`src/rtl/approx_mon_pkg.sv`:
```
// Shared state encoding, default sizes and the saturating accumulator add
// used by the approximate-multiplier error monitor.
package approx_mon_pkg;

   localparam int W_DEF         = 16;
   localparam int N_SAMPLES_DEF = 65536;
   localparam int ACC_W_DEF     = 32;
   localparam int CNT_W_DEF     = 17;
   localparam int ACC_MAX_W     = 64;

   typedef enum logic [1:0] {IDLE, RUN, DRAIN, DONE} mon_state_e;

   // Returns {clamped, result}; acc_w picks the saturation point and must stay below ACC_MAX_W.
   function automatic logic [ACC_MAX_W:0] sat_add(
      input logic [ACC_MAX_W-1:0] a,
      input logic [ACC_MAX_W-1:0] b,
      input int                   acc_w
   );
      logic [ACC_MAX_W-1:0] lim;
      logic [ACC_MAX_W:0]   sum;
      lim = (ACC_MAX_W'(1) << acc_w) - ACC_MAX_W'(1);
      sum = {1'b0, a} + {1'b0, b};
      if (sum > {1'b0, lim}) begin
         return {1'b1, lim};
      end
      return {1'b0, sum[ACC_MAX_W-1:0]};
   endfunction

endpackage

```
`src/rtl/approx_error_monitor_if.sv`:
```
// Product-pair sample stream into the error monitor: valid/ready handshake,
// no buffering; the slave side owns in_ready.
interface approx_error_monitor_if
   import approx_mon_pkg::*;
#(
   parameter int W = W_DEF
);
   logic         in_valid;
   logic         in_ready;
   logic         in_last;
   logic [W-1:0] exact;
   logic [W-1:0] approx;

   modport master (output in_valid, exact, approx, in_last, input in_ready);
   modport slave  (input in_valid, exact, approx, in_last, output in_ready);
endinterface

```
`src/rtl/abs_err_stage.sv`:
```
// Stage 1 of the monitor: registers |exact - approx| and the mismatch flag, 1 cycle latency.
// Never stalls; the caller only presents a sample on an accepted handshake.
module abs_err_stage
   import approx_mon_pkg::*;
#(
   parameter int W = W_DEF
) (
   input  logic         clk,
   input  logic         rst_n,
   input  logic         in_vld,
   input  logic [W-1:0] exact,
   input  logic [W-1:0] approx,
   output logic         out_vld,
   output logic [W-1:0] out_abs,
   output logic         out_nz
);

   logic         vld_q, vld_d;
   logic         nz_q, nz_d;
   logic [W-1:0] abs_q, abs_d;

   always_comb begin
      vld_d = in_vld;
      abs_d = abs_q;
      nz_d  = nz_q;
      if (in_vld) begin
         // Subtracting in the larger-minus-smaller order gives the magnitude in W bits directly.
         abs_d = (exact >= approx) ? (exact - approx) : (approx - exact);
         nz_d  = (exact != approx);
      end
   end

   always_ff @(posedge clk or negedge rst_n) begin
      if (!rst_n) begin
         vld_q <= 1'b0;
         abs_q <= '0;
         nz_q  <= 1'b0;
      end else begin
         vld_q <= vld_d;
         abs_q <= abs_d;
         nz_q  <= nz_d;
      end
   end

   assign out_vld = vld_q;
   assign out_abs = abs_q;
   assign out_nz  = nz_q;

endmodule

```
`src/rtl/approx_error_monitor.sv`:
```
// Accumulates error metrics of an approximate multiplier stream; metrics lag acceptance by 2 cycles.
// Accepts one sample per cycle while running (in_ready), none otherwise.
module approx_error_monitor
   import approx_mon_pkg::*;
#(
   parameter int W         = W_DEF,
   parameter int N_SAMPLES = N_SAMPLES_DEF,
   parameter int ACC_W     = ACC_W_DEF,
   parameter int CNT_W     = CNT_W_DEF
) (
   input  logic                clk,
   input  logic                rst_n,
   input  logic                start,
   approx_error_monitor_if.slave s_if,
   output logic                busy,
   output logic                done,
   output logic [CNT_W-1:0]    sample_count,
   output logic [CNT_W-1:0]    err_count,
   output logic [ACC_W-1:0]    sum_abs_err,
   output logic [W-1:0]        max_abs_err,
   output logic                sum_sat
);

   mon_state_e       state_q, state_d;
   logic [CNT_W-1:0] cnt_q, cnt_d;
   logic [CNT_W-1:0] err_q, err_d;
   logic [ACC_W-1:0] sum_q, sum_d;
   logic [W-1:0]     max_q, max_d;
   logic             sat_q, sat_d;

   logic             clear;
   logic             accept;
   logic             last_hit;
   logic [CNT_W-1:0] cnt_inc;
   logic             s1_vld;
   logic             s1_nz;
   logic [W-1:0]     s1_abs;
   logic [ACC_MAX_W:0] sat_res;
   logic             unused_sat_hi;

   assign s_if.in_ready = (state_q == RUN);
   assign accept        = s_if.in_valid && s_if.in_ready;
   assign cnt_inc       = cnt_q + CNT_W'(1);
   assign last_hit      = s_if.in_last || (cnt_inc == CNT_W'(N_SAMPLES));

   abs_err_stage #(.W(W)) u_stage1 (
      .clk     (clk),
      .rst_n   (rst_n),
      .in_vld  (accept),
      .exact   (s_if.exact),
      .approx  (s_if.approx),
      .out_vld (s1_vld),
      .out_abs (s1_abs),
      .out_nz  (s1_nz)
   );

   always_comb begin
      state_d = state_q;
      clear   = 1'b0;
      case (state_q)
         IDLE, DONE: begin
            if (start) begin
               state_d = RUN;
               clear   = 1'b1;
            end
         end
         RUN: begin
            if (accept && last_hit) state_d = DRAIN;
         end
         // Stage 2 is the accumulator itself, so once stage 1 is empty the metrics are final.
         DRAIN: begin
            if (!s1_vld) state_d = DONE;
         end
         default: state_d = IDLE;
      endcase
   end

   assign sat_res       = sat_add(ACC_MAX_W'(sum_q), ACC_MAX_W'(s1_abs), ACC_W);
   assign unused_sat_hi = ^sat_res[ACC_MAX_W-1:ACC_W];

   always_comb begin
      cnt_d = cnt_q;
      err_d = err_q;
      sum_d = sum_q;
      max_d = max_q;
      sat_d = sat_q;
      if (clear) begin
         cnt_d = '0;
         err_d = '0;
         sum_d = '0;
         max_d = '0;
         sat_d = 1'b0;
      end else begin
         if (accept) cnt_d = cnt_inc;
         if (s1_vld) begin
            err_d = err_q + CNT_W'(s1_nz);
            sum_d = sat_res[ACC_W-1:0];
            sat_d = sat_q | sat_res[ACC_MAX_W];
            if (s1_abs > max_q) max_d = s1_abs;
         end
      end
   end

   always_ff @(posedge clk or negedge rst_n) begin
      if (!rst_n) begin
         state_q <= IDLE;
         cnt_q   <= '0;
         err_q   <= '0;
         sum_q   <= '0;
         max_q   <= '0;
         sat_q   <= 1'b0;
      end else begin
         state_q <= state_d;
         cnt_q   <= cnt_d;
         err_q   <= err_d;
         sum_q   <= sum_d;
         max_q   <= max_d;
         sat_q   <= sat_d;
      end
   end

   assign busy         = (state_q == RUN) || (state_q == DRAIN);
   assign done         = (state_q == DONE);
   assign sample_count = cnt_q;
   assign err_count    = err_q;
   assign sum_abs_err  = sum_q;
   assign max_abs_err  = max_q;
   assign sum_sat      = sat_q;

endmodule

```
`src/flat_wrapper.sv`:
```
// flat-port wrapper written by rule: the top's interface ports become plain ports
module approx_error_monitor_flat import approx_mon_pkg::*;
#(
   parameter int W         = W_DEF,
   parameter int N_SAMPLES = N_SAMPLES_DEF,
   parameter int ACC_W     = ACC_W_DEF,
   parameter int CNT_W     = CNT_W_DEF
)
  (clk, rst_n, start, busy, done, sample_count, err_count, sum_abs_err, max_abs_err, sum_sat, s_if_in_valid, s_if_exact, s_if_approx, s_if_in_last, s_if_in_ready);
  approx_error_monitor_if #(.W(W)) s_if_i ();
  input  logic clk;
  input  logic rst_n;
  input  logic start;
  output logic busy;
  output logic done;
  output logic [CNT_W-1:0] sample_count;
  output logic [CNT_W-1:0] err_count;
  output logic [ACC_W-1:0] sum_abs_err;
  output logic [W-1:0] max_abs_err;
  output logic sum_sat;
  input wire logic [$bits(s_if_i.in_valid)-1:0] s_if_in_valid;
  input wire logic [$bits(s_if_i.exact)-1:0] s_if_exact;
  input wire logic [$bits(s_if_i.approx)-1:0] s_if_approx;
  input wire logic [$bits(s_if_i.in_last)-1:0] s_if_in_last;
  output wire logic [$bits(s_if_i.in_ready)-1:0] s_if_in_ready;
  assign s_if_i.in_valid = s_if_in_valid;
  assign s_if_i.exact = s_if_exact;
  assign s_if_i.approx = s_if_approx;
  assign s_if_i.in_last = s_if_in_last;
  assign s_if_in_ready = s_if_i.in_ready;
  approx_error_monitor #(.W(W), .N_SAMPLES(N_SAMPLES), .ACC_W(ACC_W), .CNT_W(CNT_W)) u_core (.clk(clk), .rst_n(rst_n), .start(start), .s_if(s_if_i), .busy(busy), .done(done), .sample_count(sample_count), .err_count(err_count), .sum_abs_err(sum_abs_err), .max_abs_err(max_abs_err), .sum_sat(sum_sat));
endmodule
```
`config.mk`:
```
export PLATFORM = sky130hd
export DESIGN_NAME = approx_error_monitor_flat
export DESIGN_NICKNAME = d
export VERILOG_FILES = /design/src/rtl/approx_mon_pkg.sv /design/src/rtl/approx_error_monitor_if.sv /design/src/rtl/abs_err_stage.sv /design/src/rtl/approx_error_monitor.sv /design/src/flat_wrapper.sv
export SDC_FILE = /design/constraint.sdc
export NUM_CORES = 1
export LEC_CHECK = 0
export CORE_ASPECT_RATIO = 0.7
export CORE_UTILIZATION = 55
export CTS_BUF_LIST = sky130_fd_sc_hd__clkbuf_16
export CTS_CLUSTER_SIZE = 20
export DETAILED_ROUTE_END_ITERATION = 8
export GPL_ROUTABILITY_DRIVEN = 0
export GPL_TIMING_DRIVEN = 1
export PLACE_DENSITY = 0.87
export SETUP_SLACK_MARGIN = 0.02
export SKIP_LAST_GASP = 1
export SLEW_MARGIN = 30
export SYNTH_ARGS = -nofsm -noshare
export SYNTH_HDL_FRONTEND = slang
export SYNTH_SLANG_ARGS = --single-unit
```
`constraint.sdc`:
```
create_clock -name clk -period 3.1 [get_ports clk]
set_input_delay 0.31 -clock clk [delete_from_list [all_inputs] [get_ports clk]]
set_output_delay 0.31 -clock clk [all_outputs]
set_load 0.05 [all_outputs]
```
==> impl_metrics.prom, run 1 <==
# TYPE chip_impl_metric gauge
chip_impl_info{name="worst_setup_path_start_kind",value="register"} 1
chip_impl_metric{name="first_global_vias",unit=""} 6489
chip_impl_metric{name="power_density",unit="nW/µm²"} 798
chip_impl_info{name="rsz0062_at_grt",value="no"} 1
chip_impl_metric{name="worst_slew_margin_rel",unit=""} 0.514
chip_impl_metric{name="fin_tns_setup",unit="ps"} 0
chip_impl_metric{name="drt_iter0_drc",unit=""} 660
chip_impl_metric{name="met2_length",unit="mm"} 8.78
chip_impl_metric{name="yosys_warnings",unit=""} 0
chip_impl_metric{name="post_synth.cell_area_avg",unit="µm²"} 8.90
chip_impl_metric{name="post-layout-total-power",unit="mW"} 7.60
chip_impl_info{name="highest_layer",value="met4"} 1
chip_impl_metric{name="grt_start_max_net_pins",unit=""} 57
chip_impl_metric{name="track_usage",unit=""} 0.293
chip_impl_metric{name="detailed_place_hpwl",unit="mm"} 15.4
chip_impl_metric{name="net-switching-power",unit="mW"} 3.72
chip_impl_info{name="post-synth-top-area-cell",value="sky130_fd_sc_hd__dfrtp_1"} 1
chip_impl_info{name="cts_tree",value="done"} 1
chip_impl_info{name="outcome",value="complete, no violations"} 1
chip_impl_info{name="worst-setup-path-type",value="register to register"} 1
chip_impl_metric{name="syn2layout_area_growth",unit="%"} 24.4
chip_impl_metric{name="global_route_wire_length_before_repair",unit="mm"} 33.0
chip_impl_metric{name="power_frac_comb",unit=""} 0.570
chip_impl_metric{name="avgRoutedWirePerCell",unit="µm"} 17.4
chip_impl_metric{name="required",unit="ps"} 3330
chip_impl_metric{name="die-area",unit="µm²"} 14400
chip_impl_metric{name="drt-pass1-iter-count",unit=""} 5
chip_impl_metric{name="ff2ff_setup_slack",unit="ps"} 190
chip_impl_metric{name="seqPwrFrac",unit=""} 0.282
chip_impl_metric{name="cts.sink_count",unit=""} 103
chip_impl_metric{name="synth_top_area_frac",unit=""} 0.337
chip_impl_metric{name="clockBufferDepth",unit=""} 2
chip_impl_metric{name="synthArstFlopShare",unit=""} 1.00
chip_impl_metric{name="maximum_capacitance_violations",unit=""} 0
chip_impl_metric{name="power.switching_fraction",unit=""} 0.489
chip_impl_metric{name="cts.clk_slew.worst_paths",unit="ps"} 80
chip_impl_metric{name="port_buffers",unit=""} 122
chip_impl_metric{name="detail-route-antenna-nets",unit=""} 0
chip_impl_metric{name="die_y",unit="µm"} 101
chip_impl_metric{name="final_nets",unit=""} 1106
chip_impl_metric{name="remaining_drc_errors",unit=""} 0
chip_impl_metric{name="vdd_ir_drop_max",unit="mV"} 0.838
chip_impl_metric{name="synthesis.area",unit="µm²"} 7650
chip_impl_metric{name="postCtsHoldBufs",unit=""} 0
chip_impl_metric{name="route.vias.total",unit=""} 7087
chip_impl_info{name="worstReg2RegStart",value="u_core.sum_abs_err[0]"} 1
chip_impl_metric{name="postPlaceCellArea",unit="µm²"} 9230
chip_impl_metric{name="reg2reg_depth",unit=""} 11
chip_impl_metric{name="vias_per_cell",unit=""} 5.98
chip_impl_metric{name="num_antenna_cells",unit=""} 0
chip_impl_info{name="regToRegEndpoint",value="u_core.sum_abs_err[26]"} 1
chip_impl_metric{name="worst-path-max-fanout",unit=""} 3
chip_impl_metric{name="globalRouteOverflowTotal",unit=""} 0
chip_impl_metric{name="max_clock_freq",unit="GHz"} 0.344
chip_impl_metric{name="detailroute.wirelength.met3",unit="mm"} 1.87
chip_impl_metric{name="final_design_area_no_fill",unit="µm²"} 9520
chip_impl_metric{name="wirelength_met1",unit="mm"} 9.52
chip_impl_metric{name="num_io_pins",unit=""} 123
chip_impl_metric{name="finalSetupViolCount",unit=""} 0
chip_impl_metric{name="final_hold_viol_count",unit=""} 0
chip_impl_metric{name="power_report.internal_total",unit="mW"} 3.88
chip_impl_metric{name="worst_pin_slew",unit="ps"} 729
chip_impl_info{name="ctsRootBufferMaster",value="sky130_fd_sc_hd__clkbuf_16"} 1
chip_impl_metric{name="final_setup_skew",unit="ps"} 9.82
chip_impl_metric{name="cts_buffers",unit=""} 9
chip_impl_info{name="top_post_synthesis_cells_by_area",value="sky130_fd_sc_hd__dfrtp_1 34%, sky130_fd_sc_hd__ha_1 11%, sky130_fd_sc_hd__o21ai_0 4.5%"} 1
chip_impl_info{name="synth_flop_cell",value="sky130_fd_sc_hd__dfrtp_1"} 1
chip_impl_metric{name="postSynthRegisterBits",unit=""} 103
chip_impl_metric{name="instance_count_of_the_mapped_netlist",unit=""} 860
chip_impl_metric{name="finalCritPeriodShare",unit=""} 0.939
chip_impl_info{name="hold_path_class",value="input port to asynchronous set/reset pin"} 1
chip_impl_metric{name="power_frac_clock",unit=""} 0.149
chip_impl_metric{name="initial_utilization",unit=""} 0.573
chip_impl_metric{name="design.core.area",unit="µm²"} 13400
chip_impl_metric{name="die_width",unit="µm"} 143
chip_impl_metric{name="std_cell_rows",unit=""} 35
chip_impl_metric{name="ys_types",unit=""} 79
chip_impl_metric{name="final_max_slew_viol_count",unit=""} 0
chip_impl_metric{name="postCtsSetupBuffers",unit=""} 0
chip_impl_metric{name="worst-endpoint-arrival",unit="ps"} 3140
chip_impl_metric{name="clock_insertion_delay_worst_skew",unit="ps"} 350
chip_impl_metric{name="synth.net_count",unit=""} 970
chip_impl_metric{name="period_minus_slack",unit="ps"} 2910
chip_impl_metric{name="synth-edff-count",unit=""} 0
chip_impl_metric{name="power_leakage",unit="nW"} 4.44
chip_impl_metric{name="grt_antenna_before_repair",unit=""} 0
chip_impl_metric{name="drive_gt1_frac",unit=""} 0.0789
chip_impl_metric{name="cts_max_level",unit=""} 3
chip_impl_metric{name="yosysSeqAreaShare",unit=""} 0.337
chip_impl_metric{name="ctsResizeCount",unit=""} 0
chip_impl_info{name="endpoint_kind",value="register"} 1
chip_impl_metric{name="routed_wirelength",unit="mm"} 20.6
==> kinds of logic after synthesis <==
family                   Yosys count  share of synthesized area
XOR/XNOR                          59                     0.0675
AO/OA/AOI/OAI                    225                      0.191
AND/OR/NAND/NOR                  263                      0.177
flip-flops                       103                      0.337
multiplexers                      36                     0.0481
buffers and inverters            101                     0.0579
adder cells (fa/ha/maj)           73                      0.122
==> routing by layer <==
layer,GRT usage,vias to the layer above
met1,0.426,3380
met5,0,-
met2,0.433,345
met4,0.0918,0
met3,0.0656,38
li1,-,3324
==> through the flow <==
stage               hold slack, ps  utilization  cells  setup WS [ps]
finish                        10.5        0.713   1186            189
global route                  73.7        0.713   1186           27.5
CTS                           27.7        0.713   1186            226
detailed placement             415        0.691   1170          -7.83
global placement               410        0.691   1170           85.0
floorplan                     14.4            -    860           94.7
==> state kept, by name, summed over array words and instances (netlist names) <==
name                     cells
u_core.state_q               2
u_core.err_count            17
u_core.u_stage1.out_nz       1
u_core.max_abs_err          16
u_core.sum_sat               1
u_core.sample_count         17
u_core.u_stage1.out_abs     16
u_core.u_stage1.out_vld      1
u_core.sum_abs_err          32
==> layout by cell type, fill, tap and decap left out, types with 4 or more instances in the layout <==
cell / count
sky130_fd_sc_hd__a211oi_2: 4
sky130_fd_sc_hd__and2_1: 5
sky130_fd_sc_hd__o21bai_1: 5
sky130_fd_sc_hd__o21ai_1: 8
sky130_fd_sc_hd__nand4_1: 20
sky130_fd_sc_hd__a21o_1: 22
sky130_fd_sc_hd__o21ai_0: 69
sky130_fd_sc_hd__dfrtp_1: 103
sky130_fd_sc_hd__nand3_1: 21
sky130_fd_sc_hd__a31oi_1: 13
sky130_fd_sc_hd__nor3_1: 10
sky130_fd_sc_hd__mux2i_1: 33
sky130_fd_sc_hd__nand3b_1: 5
sky130_fd_sc_hd__clkdlybuf4s50_1: 121
sky130_fd_sc_hd__nand2b_1: 5
sky130_fd_sc_hd__nor2_1: 70
sky130_fd_sc_hd__and3_1: 11
sky130_fd_sc_hd__or3_1: 10
sky130_fd_sc_hd__xnor2_1: 34
sky130_fd_sc_hd__a211oi_1: 7
sky130_fd_sc_hd__buf_4: 38
sky130_fd_sc_hd__o211ai_1: 6
sky130_fd_sc_hd__ha_1: 70
sky130_fd_sc_hd__inv_1: 64
sky130_fd_sc_hd__a21oi_1: 47
sky130_fd_sc_hd__clkbuf_16: 9
sky130_fd_sc_hd__xor2_1: 25
sky130_fd_sc_hd__nand2_1: 69
sky130_fd_sc_hd__o21a_1: 12
sky130_fd_sc_hd__and4_1: 6
sky130_fd_sc_hd__nor2b_1: 7
==> synthesized netlist by cell type (3+ instances only) <==
| cell type | n |
|---|---|
| sky130_fd_sc_hd__ha_1 | 70 |
| sky130_fd_sc_hd__buf_6 | 3 |
| sky130_fd_sc_hd__nand4_1 | 20 |
| sky130_fd_sc_hd__nand3_1 | 21 |
| sky130_fd_sc_hd__a211oi_1 | 7 |
| sky130_fd_sc_hd__nand3b_1 | 5 |
| sky130_fd_sc_hd__nor3b_1 | 3 |
| sky130_fd_sc_hd__and3_1 | 11 |
| sky130_fd_sc_hd__clkbuf_1 | 17 |
| sky130_fd_sc_hd__o21ai_1 | 8 |
| sky130_fd_sc_hd__xor2_1 | 25 |
| sky130_fd_sc_hd__and2_1 | 5 |
| sky130_fd_sc_hd__nor3_1 | 10 |
| sky130_fd_sc_hd__a211oi_2 | 4 |
| sky130_fd_sc_hd__fa_1 | 3 |
| sky130_fd_sc_hd__a21o_1 | 22 |
| sky130_fd_sc_hd__o2111ai_1 | 3 |
| sky130_fd_sc_hd__inv_1 | 64 |
| sky130_fd_sc_hd__o211ai_1 | 6 |
| sky130_fd_sc_hd__o21a_1 | 12 |
| sky130_fd_sc_hd__o31a_1 | 3 |
| sky130_fd_sc_hd__o21ai_0 | 69 |
| sky130_fd_sc_hd__xnor2_1 | 34 |
| sky130_fd_sc_hd__nor2b_1 | 7 |
| sky130_fd_sc_hd__buf_4 | 3 |
| sky130_fd_sc_hd__nand2_1 | 69 |
| sky130_fd_sc_hd__a21oi_1 | 47 |
| sky130_fd_sc_hd__a31oi_1 | 13 |
| sky130_fd_sc_hd__buf_2 | 11 |
| sky130_fd_sc_hd__and4_1 | 6 |
| sky130_fd_sc_hd__nor2_1 | 71 |
| sky130_fd_sc_hd__dfrtp_1 | 103 |
| sky130_fd_sc_hd__nand2b_1 | 5 |
| sky130_fd_sc_hd__o21bai_1 | 5 |
| sky130_fd_sc_hd__or3_1 | 10 |
| sky130_fd_sc_hd__mux2i_1 | 33 |
==> layout make-up <==
class                      count  area [µm²]
clock buffer                   9         225
clock inverter                 7        66.3
fill                         993        3830
inverter                      65         244
multi-input combinational    656        4640
sequential                   103        2580
tap                          185         231
timing repair buffer         161        1540
==> critical path: stages, from the launching register on <==
cell and delay (ps):
sky130_fd_sc_hd__dfrtp_1 380, sky130_fd_sc_hd__ha_1 200, sky130_fd_sc_hd__inv_1 60, sky130_fd_sc_hd__fa_1 390, sky130_fd_sc_hd__nor2b_1 130, sky130_fd_sc_hd__o21a_1 150, sky130_fd_sc_hd__o21ai_1 100, sky130_fd_sc_hd__a211oi_2 240
sky130_fd_sc_hd__o21bai_1 210, sky130_fd_sc_hd__a2111oi_0 650, sky130_fd_sc_hd__xnor2_1 190, sky130_fd_sc_hd__o21ai_0 90
==> worst max-delay path by stage <==
stage                                      from  depth (start not counted)                          end  slack [ps]
final                     u_core.sum_abs_err[0]                         11       u_core.sum_abs_err[26]         190
after detailed placement          s_if_exact[0]                         12  u_core.u_stage1.out_abs[14]          -8
after global routing      u_core.sum_abs_err[0]                         11       u_core.sum_abs_err[26]          30
after floorplan           u_core.sum_abs_err[0]                         13       u_core.sum_abs_err[12]          90
after CTS                 u_core.sum_abs_err[0]                         11       u_core.sum_abs_err[26]         230
after global placement            s_if_exact[0]                         12  u_core.u_stage1.out_abs[14]          90
==> power groups by stage <==
stage | Combinational [mW] | Sequential (mW) | Clock (mW)
floorplan | 2.25 | 2.73 | 0
global placement | 4.09 | 2.12 | 0
detailed placement | 4.23 | 2.13 | 0
CTS | 4.29 | 2.11 | 1.14
global route | 4.64 | 2.17 | 1.20
finish | 4.33 | 2.14 | 1.13
Power figures use the tool's default switching activity.
==> inputs of run 2 (changes only) <==
- SLEW_MARGIN: 30 -> default
==> results of run 2 <==
Final layout, timing and power as in run 1 (identical DEF).
==> inputs of run 3 (changes only) <==
- HOLD_SLACK_MARGIN: default -> 0.06
- PLACE_DENSITY: 0.87 -> 0.82
- REMOVE_ABC_BUFFERS: default -> 1
==> impl_metrics.prom, run 3 (same netlist as run 1, synthesis figures left out) <==
# TYPE chip_impl_metric gauge
chip_impl_metric{name="vias_per_cell",unit=""} 5.72
chip_impl_metric{name="remaining_drc_errors",unit=""} 0
chip_impl_info{name="leading_cell_type_in_the_layout_fill_and_taps_excluded",value="sky130_fd_sc_hd__clkdlybuf4s50_1"} 1
chip_impl_info{name="rsz0062_at_grt",value="no"} 1
chip_impl_metric{name="die-area",unit="µm²"} 14400
chip_impl_info{name="hold_path_class",value="register to register"} 1
chip_impl_metric{name="drive_gt1_frac",unit=""} 0.0704
chip_impl_metric{name="final_hold_viol_count",unit=""} 0
chip_impl_metric{name="holdPathStages",unit=""} 2
chip_impl_metric{name="period_minus_slack",unit="ps"} 2910
chip_impl_metric{name="worst_pin_slew",unit="ps"} 1090
chip_impl_metric{name="final_setup_skew",unit="ps"} 9.97
chip_impl_metric{name="fin_tns_setup",unit="ps"} 0
chip_impl_metric{name="final_util",unit=""} 0.711
chip_impl_metric{name="global_route_wire_length_before_repair",unit="mm"} 31.1
chip_impl_metric{name="drt-pass1-iter-count",unit=""} 5
chip_impl_metric{name="reg2reg_depth",unit=""} 8
chip_impl_info{name="worst-setup-path-type",value="register to register"} 1
chip_impl_metric{name="grt_antenna_before_repair",unit=""} 0
chip_impl_metric{name="cts.clk_slew.worst_paths",unit="ps"} 70
chip_impl_metric{name="seqPwrFrac",unit=""} 0.278
chip_impl_metric{name="ctsResizeCount",unit=""} 0
chip_impl_metric{name="power_report.internal_total",unit="mW"} 4.03
chip_impl_info{name="crit_start",value="u_core.u_stage1.out_abs[13]"} 1
chip_impl_info{name="cts_tree",value="done"} 1
chip_impl_metric{name="worst_slew_margin_rel",unit=""} 0.276
chip_impl_metric{name="vdd_ir_drop_max",unit="mV"} 0.813
chip_impl_metric{name="clockBufferDepth",unit=""} 2
chip_impl_info{name="commonest_cells_after_routing_fill_and_taps_aside",value="121 x sky130_fd_sc_hd__clkdlybuf4s50_1, 103 x sky130_fd_sc_hd__dfrtp_1, 70 x sky130_fd_sc_hd__nor2_1, 70 x sky130_fd_sc_hd__ha_1"} 1
chip_impl_metric{name="num_io_pins",unit=""} 123
chip_impl_metric{name="syn2layout_area_growth",unit="%"} 24.1
chip_impl_metric{name="net-switching-power",unit="mW"} 3.48
chip_impl_metric{name="first_global_vias",unit=""} 6191
chip_impl_metric{name="ff2ff_setup_slack",unit="ps"} 190
chip_impl_metric{name="cts.sink_count",unit=""} 103
chip_impl_metric{name="globalRouteOverflowTotal",unit=""} 0
chip_impl_metric{name="design.core.area",unit="µm²"} 13400
chip_impl_metric{name="finalCritPeriodShare",unit=""} 0.938
chip_impl_metric{name="die_width",unit="µm"} 143
chip_impl_info{name="outcome",value="complete, no violations"} 1
chip_impl_metric{name="clock_insertion_delay_worst_skew",unit="ps"} 350
chip_impl_info{name="min-delay-start",value="u_core.sum_sat"} 1
chip_impl_metric{name="track_usage",unit=""} 0.270
chip_impl_info{name="ctsRootBufferMaster",value="sky130_fd_sc_hd__clkbuf_16"} 1
chip_impl_metric{name="routed_wirelength",unit="mm"} 18.6
chip_impl_metric{name="std_cell_rows",unit=""} 35
chip_impl_metric{name="worst-endpoint-arrival",unit="ps"} 3140
chip_impl_metric{name="cts_buffers",unit=""} 9
chip_impl_metric{name="final_cell_count_without_fillers",unit=""} 1180
chip_impl_metric{name="drt_iter0_drc",unit=""} 537
chip_impl_metric{name="worst-path-max-fanout",unit=""} 16
chip_impl_metric{name="final_max_slew_viol_count",unit=""} 0
chip_impl_metric{name="num_antenna_cells",unit=""} 0
chip_impl_metric{name="finalSetupViolCount",unit=""} 0
chip_impl_metric{name="post-place-ws",unit="ps"} -45.7
chip_impl_metric{name="cts_max_level",unit=""} 3
chip_impl_metric{name="avgRoutedWirePerCell",unit="µm"} 15.8
chip_impl_metric{name="worst_slack",unit="ps"} 193
chip_impl_info{name="worst_path_most_repeated_cell",value="sky130_fd_sc_hd__a21o_1"} 1
chip_impl_metric{name="detail-route-antenna-nets",unit=""} 0
chip_impl_metric{name="largest_register_ff_count",unit=""} 32
chip_impl_metric{name="fillers",unit=""} 1060
chip_impl_metric{name="power_frac_comb",unit=""} 0.553
chip_impl_metric{name="route.vias.total",unit=""} 6752
chip_impl_metric{name="maximum_capacitance_violations",unit=""} 0
chip_impl_metric{name="final_nets",unit=""} 1100
chip_impl_metric{name="power_leakage",unit="nW"} 4.43
chip_impl_info{name="cpMaxStageDelayCell",value="sky130_fd_sc_hd__o31ai_4"} 1
chip_impl_metric{name="dp.cells",unit=""} 1163
chip_impl_metric{name="multi_input_area",unit="µm²"} 4640
chip_impl_info{name="endpoint_kind",value="register"} 1
chip_impl_metric{name="required",unit="ps"} 3330
chip_impl_info{name="regToRegEndpoint",value="u_core.max_abs_err[8]"} 1
chip_impl_metric{name="die_y",unit="µm"} 101
chip_impl_metric{name="detailed_place_hpwl",unit="mm"} 14.0
chip_impl_metric{name="postCtsSetupBuffers",unit=""} 0
chip_impl_metric{name="grt_start_max_net_pins",unit=""} 53
chip_impl_metric{name="max_clock_freq",unit="GHz"} 0.344
chip_impl_info{name="path_cells",value="ha_1 > a21o_1 > a21o_1 > a21oi_1 > o21ai_0 > o31ai_4 > mux2i_1 > nor2_1"} 1
chip_impl_metric{name="power_frac_clock",unit=""} 0.170
chip_impl_metric{name="sequential_cell_area",unit="µm²"} 2580
chip_impl_metric{name="post-layout-total-power",unit="mW"} 7.51
chip_impl_info{name="min_delay_worst_endpoint",value="u_core.sum_sat"} 1
chip_impl_info{name="worst_setup_path_start_kind",value="register"} 1
chip_impl_metric{name="port_buffers",unit=""} 122
chip_impl_info{name="worstReg2RegStart",value="u_core.u_stage1.out_abs[13]"} 1
chip_impl_metric{name="power.switching_fraction",unit=""} 0.463
chip_impl_metric{name="power_density",unit="nW/µm²"} 791
chip_impl_metric{name="timing.critical_path.slowest_cell_delay",unit="ps"} 920
chip_impl_metric{name="initial_utilization",unit=""} 0.573
==> run 3: worst max-delay path: cells and delay by family (launching register included) <==
kind | cells | cell delay, ps
AOI/OAI and AO/OA | 5 | 1660
DFF | 1 | 440
adders and majority gates | 1 | 320
muxes | 1 | 320
and+or+nand+nor | 1 | 60
==> run 3: cell type report <==
cell class              instances  area share
clock inverters                 7      0.0119
repair buffers                155       0.155
clock buffers                   9      0.0237
multi-input cells             656       0.489
inverters                      65      0.0257
flip-flops and latches        103       0.271
well taps                     185      0.0244
==> run 3: power groups by stage <==
stage / clock, mW / combinational [mW] / sequential, mW
detailed placement: 0 / 4.10 / 2.10
floorplan: 0 / 2.15 / 2.76
CTS: 1.29 / 4.14 / 2.08
global placement: 0 / 4.02 / 2.10
finish: 1.28 / 4.15 / 2.09
global route: 1.36 / 4.51 / 2.14
==> run 3: repair_timing <==
item	in CTS	in global routing
endpoints found under the hold margin	50	0
endpoints found under the setup margin	0	4
hold buffers	1	0
==> run 3: per-layer routing <==
metal,up-vias,track usage,wire length (µm)
met2,212,0.415,8020
li1,3320,-,-
met5,-,0,0
met3,16,0.0399,1280
met4,0,0.0463,147
met1,3204,0.405,9140
==> run 3: stage by stage <==
stage | hold slack [ps] | area, µm²
after floorplan | 14.4 | 7460
after global placement | 380 | 9150
after detailed placement | 380 | 9150
after CTS | 483 | 9500
after global routing | 520 | 9500
final | 476 | 9500
==> run 3: worst max-delay path by stage <==
| stage | end | slack [ps] | depth (start not counted) |
|---|---|---|---|
| 6_report | u_core.max_abs_err[8] | 190 | 8 |
| 4_1_cts | u_core.max_abs_err[8] | 150 | 8 |
| 3_5_place_dp | u_core.u_stage1.out_abs[14] | -50 | 12 |
| 2_1_floorplan | u_core.sum_abs_err[0] | -1300 | 7 |
| 3_3_place_gp | u_core.u_stage1.out_abs[14] | 80 | 12 |
| 5_1_grt | u_core.max_abs_err[8] | 60 | 10 |
